==> src/rtl/host_pkg.sv <==
// Shared types and default constants for the data-memory host sequencer.
package host_pkg;

  typedef enum logic [2:0] {
    IDLE = 3'd0,
    WR_A = 3'd1,
    WR_B = 3'd2,
    HOLD = 3'd3,
    RUN  = 3'd4,
    READ = 3'd5,
    CAP  = 3'd6
  } host_state_t;

  localparam int unsigned DEF_OP_A_ADDR = 3;
  localparam int unsigned DEF_OP_B_ADDR = 4;
  localparam int unsigned DEF_RSLT_ADDR = 5;
  localparam int unsigned DEF_RST_CYC   = 2;
  localparam int unsigned DEF_TIMEOUT   = 2000;

endpackage

==> src/rtl/dm_host_ctrl_watchdog_cnt.sv <==
// Saturating up-counter with synchronous clear/enable and a terminal-count flag.
module watchdog_cnt #(
  parameter int unsigned WIDTH = 8,
  parameter int unsigned TERM  = 255
) (
  input  logic clk_i,
  input  logic rst_ni,
  input  logic clr_i,
  input  logic en_i,
  output logic tc_o
);

  logic [WIDTH-1:0] cnt_q, cnt_d;

  assign tc_o = (cnt_q == WIDTH'(TERM));

  always_comb begin
    cnt_d = cnt_q;
    if (clr_i) begin
      cnt_d = '0;
    end else if (en_i && !tc_o) begin
      cnt_d = cnt_q + WIDTH'(1);
    end
  end

  always_ff @(posedge clk_i or negedge rst_ni) begin
    if (!rst_ni) begin
      cnt_q <= '0;
    end else begin
      cnt_q <= cnt_d;
    end
  end

endmodule

==> src/rtl/dm_host_ctrl.sv <==
// Host sequencer: loads two operands into data memory, runs the CPU out of reset,
// waits for done under a watchdog and returns the result word with a valid pulse.
module dm_host_ctrl
  import host_pkg::*;
#(
  parameter int unsigned AW        = 8,
  parameter int unsigned DW        = 8,
  parameter int unsigned OP_A_ADDR = DEF_OP_A_ADDR,
  parameter int unsigned OP_B_ADDR = DEF_OP_B_ADDR,
  parameter int unsigned RSLT_ADDR = DEF_RSLT_ADDR,
  parameter int unsigned RST_CYC   = DEF_RST_CYC,
  parameter int unsigned TIMEOUT   = DEF_TIMEOUT
) (
  input  logic          clk,
  input  logic          reset,
  input  logic          start,
  input  logic [DW-1:0] op_a,
  input  logic [DW-1:0] op_b,
  output logic          busy,
  output logic          cpu_reset,
  input  logic          cpu_done,
  output logic [AW-1:0] dm_addr,
  output logic          dm_wr_en,
  output logic [DW-1:0] dm_wr_data,
  input  logic [DW-1:0] dm_rd_data,
  output logic [DW-1:0] rslt,
  output logic          rslt_valid,
  output logic          timeout_err
);

  localparam int unsigned HOLD_W = $clog2(RST_CYC + 1);
  localparam int unsigned RUN_W  = $clog2(TIMEOUT + 1);

  host_state_t   state_q, state_d;
  logic [DW-1:0] op_b_q;
  logic          busy_q, cpu_reset_q, dm_wr_en_q, rslt_valid_q, timeout_err_q;
  logic [AW-1:0] dm_addr_q;
  logic [DW-1:0] dm_wr_data_q, rslt_q;

  logic accept, timeout_hit;
  logic hold_tc, run_tc;

  watchdog_cnt #(
    .WIDTH (HOLD_W),
    .TERM  (RST_CYC - 1)
  ) u_hold_cnt (
    .clk_i  (clk),
    .rst_ni (reset),
    .clr_i  (state_q != HOLD),
    .en_i   (state_q == HOLD),
    .tc_o   (hold_tc)
  );

  watchdog_cnt #(
    .WIDTH (RUN_W),
    .TERM  (TIMEOUT - 1)
  ) u_run_cnt (
    .clk_i  (clk),
    .rst_ni (reset),
    .clr_i  (state_q != RUN),
    .en_i   (state_q == RUN),
    .tc_o   (run_tc)
  );

  always_comb begin
    state_d     = state_q;
    accept      = 1'b0;
    timeout_hit = 1'b0;
    case (state_q)
      IDLE: begin
        if (start) begin
          accept  = 1'b1;
          state_d = WR_A;
        end
      end
      WR_A: state_d = WR_B;
      WR_B: state_d = HOLD;
      HOLD: if (hold_tc) state_d = RUN;
      RUN: begin
        // done takes priority over a watchdog expiry in the same cycle
        if (cpu_done) begin
          state_d = READ;
        end else if (run_tc) begin
          timeout_hit = 1'b1;
          state_d     = IDLE;
        end
      end
      READ:    state_d = CAP;
      CAP:     state_d = IDLE;
      default: state_d = IDLE;
    endcase
  end

  // Outputs are registered from the next state so they line up with the state they describe.
  always_ff @(posedge clk or negedge reset) begin
    if (!reset) begin
      state_q       <= IDLE;
      op_b_q        <= '0;
      busy_q        <= 1'b0;
      cpu_reset_q   <= 1'b1;
      dm_wr_en_q    <= 1'b0;
      dm_addr_q     <= '0;
      dm_wr_data_q  <= '0;
      rslt_q        <= '0;
      rslt_valid_q  <= 1'b0;
      timeout_err_q <= 1'b0;
    end else begin
      state_q      <= state_d;
      busy_q       <= (state_d != IDLE);
      cpu_reset_q  <= !((state_d == RUN) || (state_d == READ) || (state_d == CAP));
      dm_wr_en_q   <= (state_d == WR_A) || (state_d == WR_B);
      rslt_valid_q <= (state_d == CAP);

      if (accept) begin
        op_b_q        <= op_b;
        timeout_err_q <= 1'b0;
      end else if (timeout_hit) begin
        timeout_err_q <= 1'b1;
      end

      case (state_d)
        WR_A: begin
          dm_addr_q    <= AW'(OP_A_ADDR);
          dm_wr_data_q <= op_a;
        end
        WR_B: begin
          dm_addr_q    <= AW'(OP_B_ADDR);
          dm_wr_data_q <= op_b_q;
        end
        READ:    dm_addr_q <= AW'(RSLT_ADDR);
        default: dm_addr_q <= '0;
      endcase

      if (state_d == CAP) begin
        rslt_q <= dm_rd_data;
      end
    end
  end

  assign busy        = busy_q;
  assign cpu_reset   = cpu_reset_q;
  assign dm_addr     = dm_addr_q;
  assign dm_wr_en    = dm_wr_en_q;
  assign dm_wr_data  = dm_wr_data_q;
  assign rslt        = rslt_q;
  assign rslt_valid  = rslt_valid_q;
  assign timeout_err = timeout_err_q;

endmodule

==> config.mk <==
export PLATFORM = sky130hd
export DESIGN_NAME = dm_host_ctrl
export DESIGN_NICKNAME = d
export VERILOG_FILES = /design/src/rtl/host_pkg.sv /design/src/rtl/dm_host_ctrl_watchdog_cnt.sv /design/src/rtl/dm_host_ctrl.sv
export SDC_FILE = /design/constraint.sdc
export NUM_CORES = 1
export LEC_CHECK = 0
export ABC_CLOCK_PERIOD_IN_PS = 3100
export CAP_MARGIN = 10
export CORE_ASPECT_RATIO = 1.75
export CORE_MARGIN = 4
export CORE_UTILIZATION = 52
export CTS_CLUSTER_SIZE = 28
export DETAILED_ROUTE_END_ITERATION = 7
export PLACE_DENSITY = 0.93
export REMOVE_ABC_BUFFERS = 1
export SYNTH_ARGS = -nofsm -noshare
export SYNTH_HDL_FRONTEND = slang
export SYNTH_HIERARCHICAL = 1
export SYNTH_SLANG_ARGS = --single-unit
export TNS_END_PERCENT = 1
==> constraint.sdc <==
create_clock -name clk -period 3.1 [get_ports clk]
set_clock_uncertainty 0.05 [all_clocks]
set_input_delay 0.62 -clock clk [delete_from_list [all_inputs] [get_ports clk]]
set_output_delay 0.62 -clock clk [all_outputs]
set_load 0.005 [all_outputs]
==> results of run 1 <==
==> routing by layer <==
metal,vias to the layer above,track usage (%)
met2,42,29.58
li1,794,-
met4,0,7.544
met5,-,0
met1,789,18.10
met3,10,3.301
==> placed cells by master (no fill, tap or decap), types with 6 or more instances in the layout <==
cell             instances
nand3_1                  6
mux2_2                   9
nor2_1                  16
inv_1                    6
dfrtp_1                 47
clkbuf_8                 6
nand2_1                 36
a21oi_1                 10
clkdlybuf4s50_1         50
o21ai_0                  6
==> registers in the layout, summed over array words and instances, names as in the netlist <==
register,cells
op_b_q,8
busy,1
cpu_reset,1
rslt_valid,1
u_hold_cnt/cnt_q,2
dm_wr_data,8
u_run_cnt/cnt_q,11
dm_wr_en,1
timeout_err,1
rslt,8
dm_addr,3
state_q,3
==> through the flow <==
step / hold WS [ns] / total power (W) / setup slack, ns
after floorplan: 0.2744 / 0.001357 / 1.195
after global placement: 0.4071 / 0.001730 / 0.8125
after detailed placement: 0.4142 / 0.001772 / 0.7609
after CTS: 0.4348 / 0.002149 / 1.035
after global routing: 0.4533 / 0.002269 / 0.8329
final: 0.4325 / 0.002128 / 1.018
==> power groups by stage <==
stage               Combinational (W)  Clock, W  Sequential (W)
floorplan                    0.000382         0        0.000975
global placement             0.000756         0        0.000974
detailed placement           0.000789         0        0.000983
CTS                          0.000789  0.000388        0.000972
global route                 0.000861  0.000411        0.000997
finish                       0.000776  0.000378        0.000974
==> kinds of logic after synthesis <==
| kind of cell | Yosys count |
|---|---|
| adders and majority gates | 2 |
| muxes | 10 |
| other | 1 |
| xor gates and xnor gates | 5 |
| buffers and inverters | 20 |
| AOI/OAI and AO/OA | 36 |
| and+or+nand+nor | 86 |
| DFF | 48 |
==> worst paths after layout <==
path | startpoint | to | slack (ns) | depth (start not counted)
max in group asynchronous | reset | dm_wr_data[4] | 1.89 | 1
max | state_q[1] | u_run_cnt/cnt_q[8] | 1.02 | 8
min | op_b_q[1] | op_b_q[1] | 0.43 | 2
min in group asynchronous | reset | rslt[7] | 0.46 | 1
min reg2reg | op_b_q[1] | op_b_q[1] | 0.43 | 2
max reg2reg | state_q[1] | u_run_cnt/cnt_q[8] | 1.02 | 8
==> cell type report <==
type	count	share of cell area [%]
Clock buffer	6	2.977
Clock inverter	2	0.3608
Inverter	6	0.8119
Multi-Input combinational cell	144	31.80
Sequential cell	48	43.35
Tap cell	49	2.210
Timing Repair Buffer	52	18.49
==> worst register-to-register path, cell delays in order, from the launching register on <==
cell,delay [ns]
dfrtp_1,0.51
nor2_1,0.24
nand2_1,0.08
buf_4,0.19
inv_1,0.11
and2_1,0.25
o21ai_1,0.11
or3_1,0.35
a21oi_1,0.14
==> results.py, run 1 <==
metrics = {
    "run_status": {
        "status": "finished clean",
    },
    "final_layout": {
        "final_cell_area_sq_um": 2774,
        "antenna_cells": 0,
        "seqCellArea_sq_um": 1202,
        "area_growth_pct": 26.47,
        "fin_nets": 287,
        "final_util_pct": 67.47,
        "fill_cells": 304,
        "stdcell_count": 307,
        "drive_above_1_share_pct": 10.85,
        "multi_input_area_sq_um": 882.1,
    },
    "yosys": {
        "syn-cell-area_sq_um": 2193,
        "synth_area_per_cell_sq_um": 10.54,
        "postSynthCellCount": 208,
        "yosysUniqueCellTypes": 48,
        "synth_commonest_cells": "dfrtp_1 (47), nand2_1 (36), nor2_1 (16)",
        "seq_area_frac_synth_pct": 54.82,
        "synth.area.mux_share_pct": 5.077,
        "synth_top_area_cell": "dfrtp_1",
        "synth_seq_cells": 48,
        "synth_area_leaders": "dfrtp_1 (54%), nand2_1 (6.2%), mux2_2 (4.6%), nor2_1 (2.7%), a21oi_1 (2.3%)",
        "yosysTopAreaCellShare_pct": 53.62,
        "yosys.area_share.adder_pct": 1.141,
        "ys.flop_type": "dfrtp_1",
        "synth_top_family_by_area": "simple AND/OR/NAND/NOR gates",
        "synthSimpleGateAreaFrac_pct": 20.08,
        "synth_enable_flop_cells": 0,
        "synth_most_common_cell": "dfrtp_1",
        "synth_xor_area_share_pct": 1.997,
        "async_flop_share_pct": 100.0,
        "synth_compound_area_share_pct": 11.07,
        "yosysWarnings": 6,
    },
    "drt": {
        "drtPass1Iterations": 4,
        "met3WireLength_um": 153,
        "wl_met1_um": 1749,
        "wl_per_cell_um": 13.93,
        "wl_met2_um": 2254,
        "via_per_inst": 5.326,
        "via_count": 1635,
        "postRouteAntennaNets": 0,
        "top_layer": "met4",
        "drc": 0,
        "drtIter0Drc": 22,
        "drt_wl_total_um": 4277,
    },
    "place": {
        "dpl-instance-area_sq_um": 2681,
        "gp_congestion": 0.8139,
        "port_buffers": 51,
        "dp.cells": 299,
        "post-dp-hpwl_um": 3120,
    },
    "pwr": {
        "p_sw_w": 0.0006378,
        "p_int_w": 0.001490,
        "vdd.ir_drop.worst_v": 0.0005065,
        "clockPowerShare_pct": 17.8,
        "p_sw_share_pct": 29.97,
        "p_leak_nw": 1.231,
        "powerDensity_nw_per_um2": 767.2,
        "pwr-share-seq_pct": 45.7,
        "pwr-share-comb_pct": 36.5,
    },
    "timing": {
        "period_needed_ns": 2.082,
        "fmax_mhz": 480.3,
        "rsz0062_at_grt": "false",
        "max_slew_margin_pct": 30.02,
        "setup_viol": 0,
        "drv_slew": 0,
        "hold_viol": 0,
        "setup-tns-final_ns": 0,
        "period_share_pct": 67.16,
        "tightest_slew_ns": 1.050,
    },
    "worst_setup_path": {
        "cp_cell_sequence": "nor2_1, nand2_1, buf_4, inv_1, and2_1, o21ai_1, or3_1, a21oi_1",
        "worst_ep_arrival_time_ns": 2.27,
        "start_kind": "flip-flop",
        "crit_slowest_cell": "dfrtp_1",
        "crit_type": "reg -> reg",
        "cp_top_family": "simple AND/OR/NAND/NOR gates",
        "crit_path_max_incr_delay_ns": 0.51,
        "critical_path_buf_inv_count": 2,
        "worstPathRequired_ns": 3.28,
        "critPathCaptureType": "flip-flop",
        "cp_max_fo": 14,
    },
    "clock_network": {
        "clockRootBuffer": "clkbuf_8",
        "clockBufferDepth": 2,
        "clk_pin_slew_worst_paths_ns": 0.09,
        "cts_made_buffers": 5,
        "clock_sinks": 48,
        "holdBufCountCts": 0,
        "cts_htree_levels": 2,
        "postCtsSetupRepairBufs": 0,
        "clk_latency_ns": 0.30,
        "cts_tree": "built",
        "cts_resized": 0,
    },
    "die": {
        "num_rows": 31,
        "die-width_um": 57.10,
        "fp.dieH_um": 93.92,
        "io_pins": 57,
        "initial_core_util_pct": 53.35,
        "core_area_sq_um": 4111,
        "die_area_sq_um": 5362,
    },
    "global_routing": {
        "grt_pass1_wl_um": 6913,
        "grt-ovfl-total": 0,
        "antenna_found_initial": 0,
        "track_usage_pct": 16.43,
        "grt_pass1_vias": 1576,
        "grt_max_degree": 49,
    },
    "run": {
        "drv_cap": 0,
    },
    "min_path": {
        "hold_path.class": "reg -> reg",
    },
}
No activity file was read; power rests on OpenSTA's default activity.
==> run 2, diff against run 1 <==
--- a/config.mk
+++ b/config.mk
@@ -5,14 +5,14 @@
 export SDC_FILE = /design/constraint.sdc
 export NUM_CORES = 1
 export LEC_CHECK = 0
-export ABC_CLOCK_PERIOD_IN_PS = 3100
+export ABC_CLOCK_PERIOD_IN_PS = 1800
 export CAP_MARGIN = 10
 export CORE_ASPECT_RATIO = 1.75
 export CORE_MARGIN = 4
-export CORE_UTILIZATION = 52
+export CORE_UTILIZATION = 44
 export CTS_CLUSTER_SIZE = 28
 export DETAILED_ROUTE_END_ITERATION = 7
-export PLACE_DENSITY = 0.93
+export PLACE_DENSITY = 0.85
 export REMOVE_ABC_BUFFERS = 1
 export SYNTH_ARGS = -nofsm -noshare
 export SYNTH_HDL_FRONTEND = slang
==> constraint.sdc (replaced) <==
create_clock -name clk -period 1.8 [get_ports clk]
set_clock_uncertainty 0.05 [all_clocks]
set_input_delay 0.36 -clock clk [delete_from_list [all_inputs] [get_ports clk]]
set_output_delay 0.36 -clock clk [all_outputs]
set_load 0.005 [all_outputs]
==> results.py, run 2 (synthesized netlist as in run 1, its figures left out) <==
metrics = {
    "run_status": {
        "status": "finished clean",
    },
    "clock_network": {
        "clockBufferDepth": 2,
        "clk_latency_ns": 0.30,
        "cts_made_buffers": 5,
        "cts_tree": "built",
        "cts_htree_levels": 2,
        "postCtsSetupRepairBufs": 0,
        "clockRootBuffer": "clkbuf_8",
        "clock_sinks": 48,
        "clk_pin_slew_worst_paths_ns": 0.09,
    },
    "place": {
        "dp.cells": 315,
        "post-dp-hpwl_um": 3314,
        "gp_congestion": 0.7739,
        "port_buffers": 51,
        "dpl_worst_slack_ns": -0.1661,
    },
    "final_layout": {
        "fin_nets": 301,
        "seqCellArea_sq_um": 1204,
        "multi_input_area_sq_um": 890.9,
        "final_common_cell": "clkdlybuf4s50_1",
        "antenna_cells": 0,
        "fill_cells": 378,
        "stdcell_count": 324,
        "drive_above_1_share_pct": 16.54,
        "area_growth_pct": 33.88,
        "top_register": "u_run_cnt/cnt_q",
        "layout_common_cells": "clkdlybuf4s50_1 (50), dfrtp_1 (46), nand2_1 (36)",
        "largest_reg_flops": 11,
    },
    "worst_setup_path": {
        "cp_max_fo": 1,
        "start_kind": "flip-flop",
        "critPathLaunch": "cpu_reset",
        "worst_ep_arrival_time_ns": 1.30,
        "cp_top_family": "flip-flops",
        "worstPathRequired_ns": 1.39,
        "cp_cell_sequence": "clkdlybuf4s50_1",
        "critPathCaptureType": "output pin",
        "reg2reg_from": "state_q[0]",
        "crit_type": "reg -> out",
        "reg2reg_depth": 7,
        "path_depth": 1,
        "crit_path_max_incr_delay_ns": 0.52,
        "crit_slowest_cell": "dfstp_2",
        "critical_path_buf_inv_count": 1,
    },
    "drt": {
        "drtIter0Drc": 38,
        "postRouteAntennaNets": 0,
        "drt_wl_total_um": 4302,
        "via_count": 1671,
        "via_per_inst": 5.157,
        "drc": 0,
        "wl_per_cell_um": 13.28,
        "drtPass1Iterations": 4,
    },
    "pwr": {
        "p_sw_share_pct": 28.60,
        "pwr-share-comb_pct": 36.4,
        "p_leak_nw": 1.313,
        "p_sw_w": 0.001109,
        "pwr-share-seq_pct": 42.7,
        "p_int_w": 0.002768,
        "vdd.ir_drop.worst_v": 0.0009189,
        "powerDensity_nw_per_um2": 1320,
        "clockPowerShare_pct": 20.8,
    },
    "run": {
        "drv_cap": 0,
    },
    "timing": {
        "fmax_mhz": 584.8,
        "setup-tns-final_ns": 0,
        "setup_viol": 0,
        "hold_viol": 0,
        "layout_setup_ws_ns": 0.09004,
        "drv_slew": 0,
        "tightest_slew_ns": 0.5399,
        "rsz0062_at_grt": "false",
        "max_slew_margin_pct": 63.93,
        "period_needed_ns": 1.710,
        "period_share_pct": 95.00,
    },
    "die": {
        "num_rows": 33,
        "core_area_sq_um": 4748,
        "initial_core_util_pct": 46.19,
        "fp.dieH_um": 101.4,
        "die-width_um": 61.37,
        "io_pins": 57,
        "die_area_sq_um": 6223,
    },
    "global_routing": {
        "grt_pass1_wl_um": 7245,
        "track_usage_pct": 15.39,
        "grt_max_degree": 49,
        "grt_pass1_vias": 1663,
        "antenna_found_initial": 0,
        "grt-ovfl-total": 0,
    },
    "min_path": {
        "hold_start": "op_b_q[0]",
        "hold_path.class": "reg -> reg",
        "holdPathStages": 2,
    },
}
## run 2: final timing paths
path / slack, ns / endpoint
worst min register to register: 0.43 / op_b_q[0]
worst max register to register: 0.16 / u_run_cnt/cnt_q[9]
worst max-delay path: 0.09 / cpu_reset
max in group asynchronous: 0.92 / cpu_reset
worst min-delay path: 0.43 / op_b_q[0]
min in group asynchronous: 0.52 / busy
## run 2: final cells by class
cell class / count / share of cell area, %
tap: 52 / 2.216
clock inverter: 2 / 1.321
timing repair buffer: 66 / 21.56
inverter: 6 / 0.7669
sequential: 48 / 40.99
clock buffer: 6 / 2.812
multi-input combinational: 144 / 30.34
## run 2: what timing repair did
item	CTS	global route
gates resized for setup	0	4
endpoints found under the setup margin	0	4
endpoints found under the hold margin	47	0
hold buffers	1	0
## run 2: power by group through the flow
stage | combinational [W] | clock [W] | sequential [W]
final | 0.00141 | 0.000807 | 0.00166
after global routing | 0.00156 | 0.000891 | 0.00170
after CTS | 0.00144 | 0.000834 | 0.00165
after detailed placement | 0.00143 | 0 | 0.00167
after global placement | 0.00139 | 0 | 0.00167
after floorplan | 0.000658 | 0 | 0.00168
## run 2: per-stage QoR
stage	total power [W]	hold slack (ns)	cell area (sq um)	utilization, %
floorplan	0.002337	0.01441	2107	-
global placement	0.003056	0.3124	2795	58.87
detailed placement	0.003104	0.3122	2795	58.87
CTS	0.003924	0.4348	2927	61.63
global route	0.004159	0.4581	2937	61.84
finish	0.003876	0.4303	2937	61.84
## run 2: layer usage
metal / part of all wire, % / global-route usage [%]
met1: 39 / 18.02
met3: 4.0 / 3.444
met2: 56 / 27.00
met4: 1.1 / 5.065
met5: 0 / 0
